===== src/rtl/video_timing_pkg.sv =====
// Shared timing constants, types and helpers for the raster timing generator.
package video_timing_pkg;

  localparam logic ACTIVE_LOW  = 1'b0;
  localparam logic ACTIVE_HIGH = 1'b1;

  typedef struct packed {
    int unsigned active;
    int unsigned fp;
    int unsigned sync;
    int unsigned bp;
  } axis_timing_t;

  // 640x480 @ 60 Hz, 25 MHz pixel rate
  localparam int VGA_H_ACTIVE = 640;
  localparam int VGA_H_FP     = 16;
  localparam int VGA_H_SYNC   = 96;
  localparam int VGA_H_BP     = 48;
  localparam int VGA_V_ACTIVE = 480;
  localparam int VGA_V_FP     = 10;
  localparam int VGA_V_SYNC   = 2;
  localparam int VGA_V_BP     = 33;

  localparam axis_timing_t VGA_640X480_H = '{active: 640, fp: 16, sync: 96, bp: 48};
  localparam axis_timing_t VGA_640X480_V = '{active: 480, fp: 10, sync: 2, bp: 33};

  // Counter width for an axis of 'total' positions; never narrower than one bit.
  function automatic int axis_width(input int total);
    return (total <= 2) ? 1 : $clog2(total);
  endfunction

endpackage


===== src/rtl/timing_axis_counter.sv =====
// One raster axis: wrapping position counter with registered active and sync flags
// that describe the count shown in the same cycle.
module timing_axis_counter
  import video_timing_pkg::*;
#(
  parameter int   ACTIVE = VGA_H_ACTIVE,
  parameter int   FP     = VGA_H_FP,
  parameter int   SYNC   = VGA_H_SYNC,
  parameter int   BP     = VGA_H_BP,
  parameter logic POL    = ACTIVE_LOW,
  localparam int  TOTAL  = ACTIVE + FP + SYNC + BP,
  localparam int  W      = axis_width(TOTAL)
) (
  input  logic         clk,
  input  logic         srst,
  input  logic         advance,
  output logic [W-1:0] count,
  output logic         active,
  output logic         sync,
  output logic         wrap
);

  // One extra bit keeps the window bounds exact when a bound equals 2**W.
  localparam logic [W:0] LAST       = (W+1)'(TOTAL - 1);
  localparam logic [W:0] ACT_END    = (W+1)'(ACTIVE);
  localparam logic [W:0] SYNC_START = (W+1)'(ACTIVE + FP);
  localparam logic [W:0] SYNC_END   = (W+1)'(ACTIVE + FP + SYNC);

  logic [W-1:0] count_next;
  logic [W:0]   count_next_ext;

  assign wrap           = ({1'b0, count} == LAST);
  assign count_next     = wrap ? '0 : count + 1'b1;
  assign count_next_ext = {1'b0, count_next};

  always_ff @(posedge clk) begin
    if (srst) begin
      count  <= '0;
      active <= 1'b1;
      sync   <= ~POL;
    end else if (advance) begin
      count  <= count_next;
      active <= (count_next_ext < ACT_END);
      sync   <= ((count_next_ext >= SYNC_START) && (count_next_ext < SYNC_END)) ? POL : ~POL;
    end
  end

endmodule


===== src/rtl/video_timing_gen.sv =====
// Parametrised raster timing generator with pixel clock-enable.
// Optional raster-compare interrupt enabled by defining VTG_LINE_IRQ_EN.
module video_timing_gen
  import video_timing_pkg::*;
#(
  parameter int   H_ACTIVE  = VGA_H_ACTIVE,
  parameter int   H_FP      = VGA_H_FP,
  parameter int   H_SYNC    = VGA_H_SYNC,
  parameter int   H_BP      = VGA_H_BP,
  parameter int   V_ACTIVE  = VGA_V_ACTIVE,
  parameter int   V_FP      = VGA_V_FP,
  parameter int   V_SYNC    = VGA_V_SYNC,
  parameter int   V_BP      = VGA_V_BP,
  parameter logic HSYNC_POL = ACTIVE_LOW,
  parameter logic VSYNC_POL = ACTIVE_LOW,
  localparam int  H_TOTAL   = H_ACTIVE + H_FP + H_SYNC + H_BP,
  localparam int  V_TOTAL   = V_ACTIVE + V_FP + V_SYNC + V_BP,
  localparam int  HW        = axis_width(H_TOTAL),
  localparam int  VW        = axis_width(V_TOTAL)
) (
  input  logic          vga_clock,
  input  logic          reset,
  input  logic          pixel_ce,
  input  logic [VW-1:0] line_cmp,
  output logic [HW-1:0] hcount,
  output logic [VW-1:0] vcount,
  output logic          hsync,
  output logic          vsync,
  output logic          at_display_area,
  output logic          start_of_frame,
  output logic          end_of_line,
  output logic [15:0]   frame_count,
  output logic          line_irq
);

  logic h_active, h_wrap;
  logic v_active, v_wrap;
  logic sof_next, eol_next;

  timing_axis_counter #(
    .ACTIVE(H_ACTIVE), .FP(H_FP), .SYNC(H_SYNC), .BP(H_BP), .POL(HSYNC_POL)
  ) h_axis (
    .clk    (vga_clock),
    .srst   (reset),
    .advance(pixel_ce),
    .count  (hcount),
    .active (h_active),
    .sync   (hsync),
    .wrap   (h_wrap)
  );

  timing_axis_counter #(
    .ACTIVE(V_ACTIVE), .FP(V_FP), .SYNC(V_SYNC), .BP(V_BP), .POL(VSYNC_POL)
  ) v_axis (
    .clk    (vga_clock),
    .srst   (reset),
    .advance(pixel_ce & h_wrap),
    .count  (vcount),
    .active (v_active),
    .sync   (vsync),
    .wrap   (v_wrap)
  );

  assign at_display_area = h_active & v_active;

  // Strobes are decoded from the position the counters are about to enter.
  assign sof_next = pixel_ce & h_wrap & v_wrap;
  assign eol_next = pixel_ce & ({1'b0, hcount} == (HW+1)'(H_TOTAL - 2));

  always_ff @(posedge vga_clock) begin
    if (reset) begin
      start_of_frame <= 1'b0;
      end_of_line    <= 1'b0;
      frame_count    <= 16'd0;
    end else begin
      start_of_frame <= sof_next;
      end_of_line    <= eol_next;
      if (sof_next) begin
        frame_count <= frame_count + 16'd1;
      end
    end
  end

`ifdef VTG_LINE_IRQ_EN
  logic [VW-1:0] v_next;
  logic          irq_next;

  assign v_next   = v_wrap ? '0 : vcount + 1'b1;
  assign irq_next = pixel_ce & h_wrap & (v_next == line_cmp)
                  & ({1'b0, line_cmp} < (VW+1)'(V_TOTAL));

  always_ff @(posedge vga_clock) begin
    if (reset) begin
      line_irq <= 1'b0;
    end else begin
      line_irq <= irq_next;
    end
  end
`else
  logic unused_line_cmp;
  assign unused_line_cmp = ^line_cmp;
  assign line_irq        = 1'b0;
`endif

endmodule


===== config.mk =====
export PLATFORM = sky130hd
export DESIGN_NAME = video_timing_gen
export DESIGN_NICKNAME = d
export VERILOG_FILES = /design/src/rtl/video_timing_pkg.sv /design/src/rtl/timing_axis_counter.sv /design/src/rtl/video_timing_gen.sv
export SDC_FILE = /design/constraint.sdc
export NUM_CORES = 1
export LEC_CHECK = 0
export CORE_MARGIN = 10
export CORE_UTILIZATION = 44
export DETAILED_ROUTE_END_ITERATION = 10
export HOLD_SLACK_MARGIN = 0.03
export MAX_ROUTING_LAYER = met4
export PLACE_DENSITY = 0.75
export SYNTH_ARGS = -nofsm -noshare
export SYNTH_HDL_FRONTEND = slang
export SYNTH_SLANG_ARGS = --single-unit

===== constraint.sdc =====
create_clock -name vga_clock -period 2.1 [get_ports vga_clock]
set_input_delay 0.21 -clock vga_clock [delete_from_list [all_inputs] [get_ports vga_clock]]
set_output_delay 0.21 -clock vga_clock [all_outputs]
set_load 0.01 [all_outputs]

Yosys cells after proc, flatten, opt, wreduce, memory -nomap -nowiden
Index checks and enable logic that the tools add are counted.
{"block": "op_classes", "n_bitwise": 4, "n_eq_ne": 3, "reduce_logical": 2, "n_lt_le_gt_ge": 6, "mux": 4, "n_addsub": 3}
{"op": "$eq A10 B10 Y1 const B", "n": 3}
{"op": "$add A10 B1 Y10 const B", "n": 2}
{"op": "$lt A10 B10 Y1 const B", "n": 2}
{"op": "$lt A10 B9 Y1 const B", "n": 2}
{"op": "$mux W10", "n": 2}
{"op": "$add A16 B1 Y16 const B", "n": 1}
{"op": "$ge A10 B10 Y1 const B", "n": 1}
{"op": "$ge A10 B9 Y1 const B", "n": 1}
{"op": "$and A1 B1 Y1", "n": 4}
{"op": "$logic_and A1 B1 Y1", "n": 2}
{"op": "$mux W1", "n": 2}
{"block": "totals", "reg_bits": 42, "output_inout_bits": 42, "elab_cells": 31}

Logic depth before layout (Yosys ltp)
Gate-level depths: netlist (run 1).
{"block": "logic_depth", "depth_word": 5, "mapped_depth": 10, "ltp_nobuf": 7}

Hierarchy
A second synthesis (run 1) with hierarchy kept.
{"block": "hier_totals", "cells_unflattened": 289, "area_unflattened_um2": 2351.0}
{"mod": "video_timing_gen", "area_per_inst_um2": 839.6, "instances": 1, "cells_each": 94}
{"mod": "timing_axis_counter (h_axis)", "area_per_inst_um2": 792.0, "instances": 1, "cells_each": 102}
{"mod": "timing_axis_counter (v_axis)", "area_per_inst_um2": 719.4, "instances": 1, "cells_each": 93}

Worst setup path after synthesis (run 1)
Ideal clock, no wire load.
{"block": "synth_timing", "path_type": "reg-to-reg", "from": "register h_axis.count[1]", "to": "register v_axis.active", "required_ns": 1.981, "setup_time_ns": 0.119, "path_slack_ns": -0.150, "arrival_time_ns": 2.131, "path_stages_with_launch": 8, "path_cell_list": "dfxtp_1 -> ha_1 -> nand4_1 -> or3_4 -> buf_6 -> nor2_1 -> nand2_1 -> o221a_2"}
{"block": "synth_via", "elab_chain_cells": 2}
{"item": "start: declaration", "line_no": "timing_axis_counter.sv:17", "source": "output logic [W-1:0] count,"}
{"item": "start signal: assignment", "line_no": "timing_axis_counter.sv:42", "source": "count <= count_next;"}
{"item": "$eq A10 B10 Y1", "line_no": "timing_axis_counter.sv:32", "source": "assign wrap = ({1'b0, count} == LAST);"}
{"item": "$and A1 B1 Y1", "line_no": "video_timing_gen.sv:57", "source": ".advance(pixel_ce & h_wrap),"}
{"item": "end signal: assignment", "line_no": "timing_axis_counter.sv:43", "source": "active <= (count_next_ext < ACT_END);"}
{"item": "end: declaration", "line_no": "timing_axis_counter.sv:18", "source": "output logic active,"}
Every way passes these cells.
A chain may end at the register's enable or synchronous reset.

Final worst setup path (run 1)
{"block": "layout_timing", "from": "register v_axis.count[0]", "to": "register frame_count[15]"}
{"block": "layout_via", "elab_chain_cells": 2}
{"item": "start: declaration", "line_no": "timing_axis_counter.sv:17"}
{"item": "start signal: assignment", "line_no": "timing_axis_counter.sv:42"}
{"item": "$eq A10 B10 Y1", "line_no": "timing_axis_counter.sv:32"}
{"item": "$and A1 B1 Y1", "line_no": "video_timing_gen.sv:67", "source": "assign sof_next = pixel_ce & h_wrap & v_wrap;"}
{"item": "end signal: assignment", "line_no": "video_timing_gen.sv:79", "source": "frame_count <= frame_count + 16'd1;"}
{"item": "end: declaration", "line_no": "video_timing_gen.sv:32", "source": "output logic [15:0] frame_count,"}
Every way passes these cells.

==> impl_metrics.ini, run 1 <==
[setup_path]
register_to_register_setup_slack_ps = 200
regToRegStartpoint = v_axis.count[0]
slowest_cell_on_the_critical_path = sky130_fd_sc_hd__nor4bb_2
signal_arrival_time_at_the_worst_endpoint_ps = 2130
path_cells = inv_1, ha_1, nand4b_1, nor4bb_2, nand4_1, buf_4, or3_1, a21oi_1
timing.critical_path.slowest_cell_delay_ps = 370
worstPathMaxFanout = 11
worst_ep_required_time_ps = 2320
cp-start-kind = flop
timing_worst_setup_path_type = flop to flop
critical_path.endpoint_type = flop
crit-reg2reg-capture = frame_count[15]
worstRegToRegCells = 8

[synth]
synth-adder-area-share_pct = 2.81
muxShareOfSynthArea_pct = 0.955
post_synth_most_frequent_cells = sky130_fd_sc_hd__dfxtp_1, sky130_fd_sc_hd__nor2_1, sky130_fd_sc_hd__nand2_1
synth_xor_area_share_pct = 8.65
synth_enable_flop_cells = 0
yosysTopAreaCellShare_pct = 37.8
synthCells = 272
yosys_warnings = 0
synth_compound_area_share_pct = 13.5
synth_top_family_by_area = simple AND/OR/NAND/NOR gates
synth.avg_cell_area_um2 = 8.19
synth_cell_types = 54
ys_seq_elements = 42
synthSimpleGateAreaFrac_pct = 30.6
synth.net_count = 290
syn-cell-area_mm2 = 0.00223
synthDominantAreaCellType = sky130_fd_sc_hd__dfxtp_1
share_of_synthesized_registers_carrying_an_async_set_or_reset_pct = 0
yosys_most_used_dff = sky130_fd_sc_hd__dfxtp_1
synth_most_common_cell = sky130_fd_sc_hd__dfxtp_1
yosys-top-cells-area = sky130_fd_sc_hd__dfxtp_1, sky130_fd_sc_hd__xor2_1, sky130_fd_sc_hd__nor2_1
seq_area_frac_synth_pct = 37.8

[floorplanning]
initial_core_utilization_pct = 46.2
design.die.area_mm2 = 0.00831
top_level_ports = 55
die_y_um = 91.1
core_region_area_mm2 = 0.00482
num_rows = 25
fp.dieW_um = 91.1

[timing]
rsz_0062_raised_after_global_routing = false
fin_skew_ps = 6.07
final_period_utilization_pct = 90.6
timing.final.crit_period_ps = 1900
final.setup.tns_ps = 0
finalHoldViolCount = 0
fmax_ghz = 0.526
finalSetupViolCount = 0
finalMaxSlewViolations = 0

[clock_network]
clk_root_buffer_cell = sky130_fd_sc_hd__clkbuf_8
cts_post_setup_buffers_inserted = 0
cts.sink_count = 42
cts_made_buffers = 5
maximum_root_to_sink_buffer_count = 2
h_tree_levels = 2
clk_latency_ps = 290
postCtsHoldBufs = 0
cts_tree = built
clkTransAtPathRegs_ps = 80
cts_resized = 0

[drt]
drtPass1Iterations = 4
via_count = 2187
initialDrtViolationCount = 151
wl_mm = 6.03
ant_nets = 0
post_drt_wl_per_cell_um = 15.2
vias_per_cell = 5.49
drc = 0

[global_routing]
grt_pass1_wl_mm = 10.2
grt-ovfl-total = 0
grt_start_max_net_pins = 21
grt_usage_pct = 14.8
vias_in_the_first_global_route = 2145
initial_antenna_violation_count = 0

[finish]
stdcell_area_mm2 = 0.00294
fin_cells = 398
antenna-diode-count = 0
fillCellCount = 444
area_delta_synth_final_pct = 32.0
post_route_cells_drive_above_1_share_pct = 13.6
finalNetCount = 349

[power]
peakVddDrop_v = 0.000223
power.density_cell_area_mw_per_mm2 = 472
power.leakage_nw = 1.01

[outcome]
run_status = finished, final reports clean

[placed_design]
routabilityCongestion = 0.903
place.detailed.instances = 391
post_dp_cell_area_mm2 = 0.00286
buffers_added_on_ports = 43
post-dp-hpwl_mm = 4.35

[run]
drv.max_cap_violation_count = 0

[min_path]
holdPathEnd = v_axis.sync
hold_start = v_axis.sync
type_of_the_worst_min_delay_path = flop to flop
worstHoldPathCells = 1
==> state kept, by name, indices dropped and copies added, names as in the netlist <==
register        count
end_of_line         1
h_axis.sync         1
v_axis.active       1
start_of_frame      1
h_axis.active       1
v_axis.sync         1
v_axis.count       10
frame_count        16
h_axis.count       10
==> stage by stage <==
stage / util [%] / power (mW) / hold slack [ps] / setup WS (ps)
global placement: 59.5 / 0.900 / 477 / 88.6
global route: 61.0 / 1.44 / 552 / 39.8
detailed placement: 59.5 / 0.901 / 491 / 63.0
floorplan: - / 0.867 / 474 / 3.22
finish: 61.0 / 1.39 / 501 / 198
CTS: 61.0 / 1.40 / 510 / 139
==> cells by family after synthesis <==
logic type | Yosys count
AND/OR/NAND/NOR | 127
adder cells (fa/ha/maj) | 5
XOR/XNOR | 22
other | 1
multiplexers | 2
AO/OA/AOI/OAI | 49
flip-flops | 42
buffers and inverters | 24
==> layout by cell type, fill, tap and decap left out, types with 2 or more instances in the layout <==
cell                              count
sky130_fd_sc_hd__clkdlybuf4s50_1     43
sky130_fd_sc_hd__dfxtp_1             41
sky130_fd_sc_hd__nor2_1              33
sky130_fd_sc_hd__buf_4               30
sky130_fd_sc_hd__nand2_1             19
sky130_fd_sc_hd__xor2_1              18
sky130_fd_sc_hd__nand3_1             17
sky130_fd_sc_hd__o21ai_0             15
sky130_fd_sc_hd__a21oi_1             15
sky130_fd_sc_hd__nand4_1             12
sky130_fd_sc_hd__nor3_1               8
sky130_fd_sc_hd__or3_1                6
sky130_fd_sc_hd__clkbuf_8             5
sky130_fd_sc_hd__and2_1               4
sky130_fd_sc_hd__nand4b_1             4
sky130_fd_sc_hd__xnor2_1              4
sky130_fd_sc_hd__and3_1               4
sky130_fd_sc_hd__ha_1                 4
sky130_fd_sc_hd__inv_1                3
sky130_fd_sc_hd__a22oi_1              3
sky130_fd_sc_hd__nand2b_1             2
sky130_fd_sc_hd__a31oi_1              2
sky130_fd_sc_hd__a211oi_1             2
sky130_fd_sc_hd__nand3b_1             2
sky130_fd_sc_hd__nor4_1               2
sky130_fd_sc_hd__nor4b_1              2
sky130_fd_sc_hd__o221ai_1             2
sky130_fd_sc_hd__o22ai_1              2
sky130_fd_sc_hd__clkbuf_1             2
==> report_power, final <==
part / switching [mW] / internal (mW) / total [mW]
Clock: 0.276 / 0.230 / 0.505
Combinational: 0.0436 / 0.0334 / 0.0770
Sequential: 0.00409 / 0.801 / 0.805
Total: 0.323 / 1.06 / 1.39
==> cell type report <==
type,instances,area (um2),share of cell area [%]
inverters,3,11.3,0.383
well taps,67,83.8,2.85
repair buffers,73,656,22.3
flip-flops and latches,42,842,28.6
clock buffers,7,76.3,2.60
multi-input cells,206,1270,43.2
==> how the worst max path moves through the flow <==
| stage | startpoint | endpoint | slack (ps) | depth (start not counted) |
|---|---|---|---|---|
| global route | v_axis.count[0] | frame_count[15] | 40 | 8 |
| global placement | pixel_ce | frame_count[15] | 90 | 8 |
| finish | v_axis.count[0] | frame_count[15] | 200 | 8 |
| detailed placement | pixel_ce | frame_count[15] | 60 | 8 |
| CTS | v_axis.count[0] | frame_count[15] | 140 | 8 |
| floorplan | h_axis.count[1] | v_axis.active | 3 | 7 |
==> layer usage <==
layer / global-route usage (%) / share of wire, % / vias to the layer above
met2: 23.5 / 46 / 79
li1: - / - / 1081
met3: 5.27 / 7.8 / 6
met5: - / 0 / -
met4: 3.52 / 0.88 / 0
met1: 17.4 / 45 / 1021
==> critical path, delay by kind of cell, from the launching register on <==
kind	cells	cell delay (ps)
and+or+nand+nor	4	970
AOI/OAI and AO/OA	1	150
buffers and inverters	2	260
adders and majority gates	1	140
DFF	1	320
No activity file was read; power rests on OpenSTA's default activity.
==> run 2: changes to the inputs <==
HOLD_SLACK_MARGIN = 0.05   (was 0.03)
==> results of run 2 <==
The final DEF is identical to that of run 1; final timing and power are the same.
==> run 3: changes to the inputs <==
HOLD_SLACK_MARGIN = not set   (was 0.05)
==> results of run 3 <==
The final DEF is identical to that of run 1; final timing and power are the same.
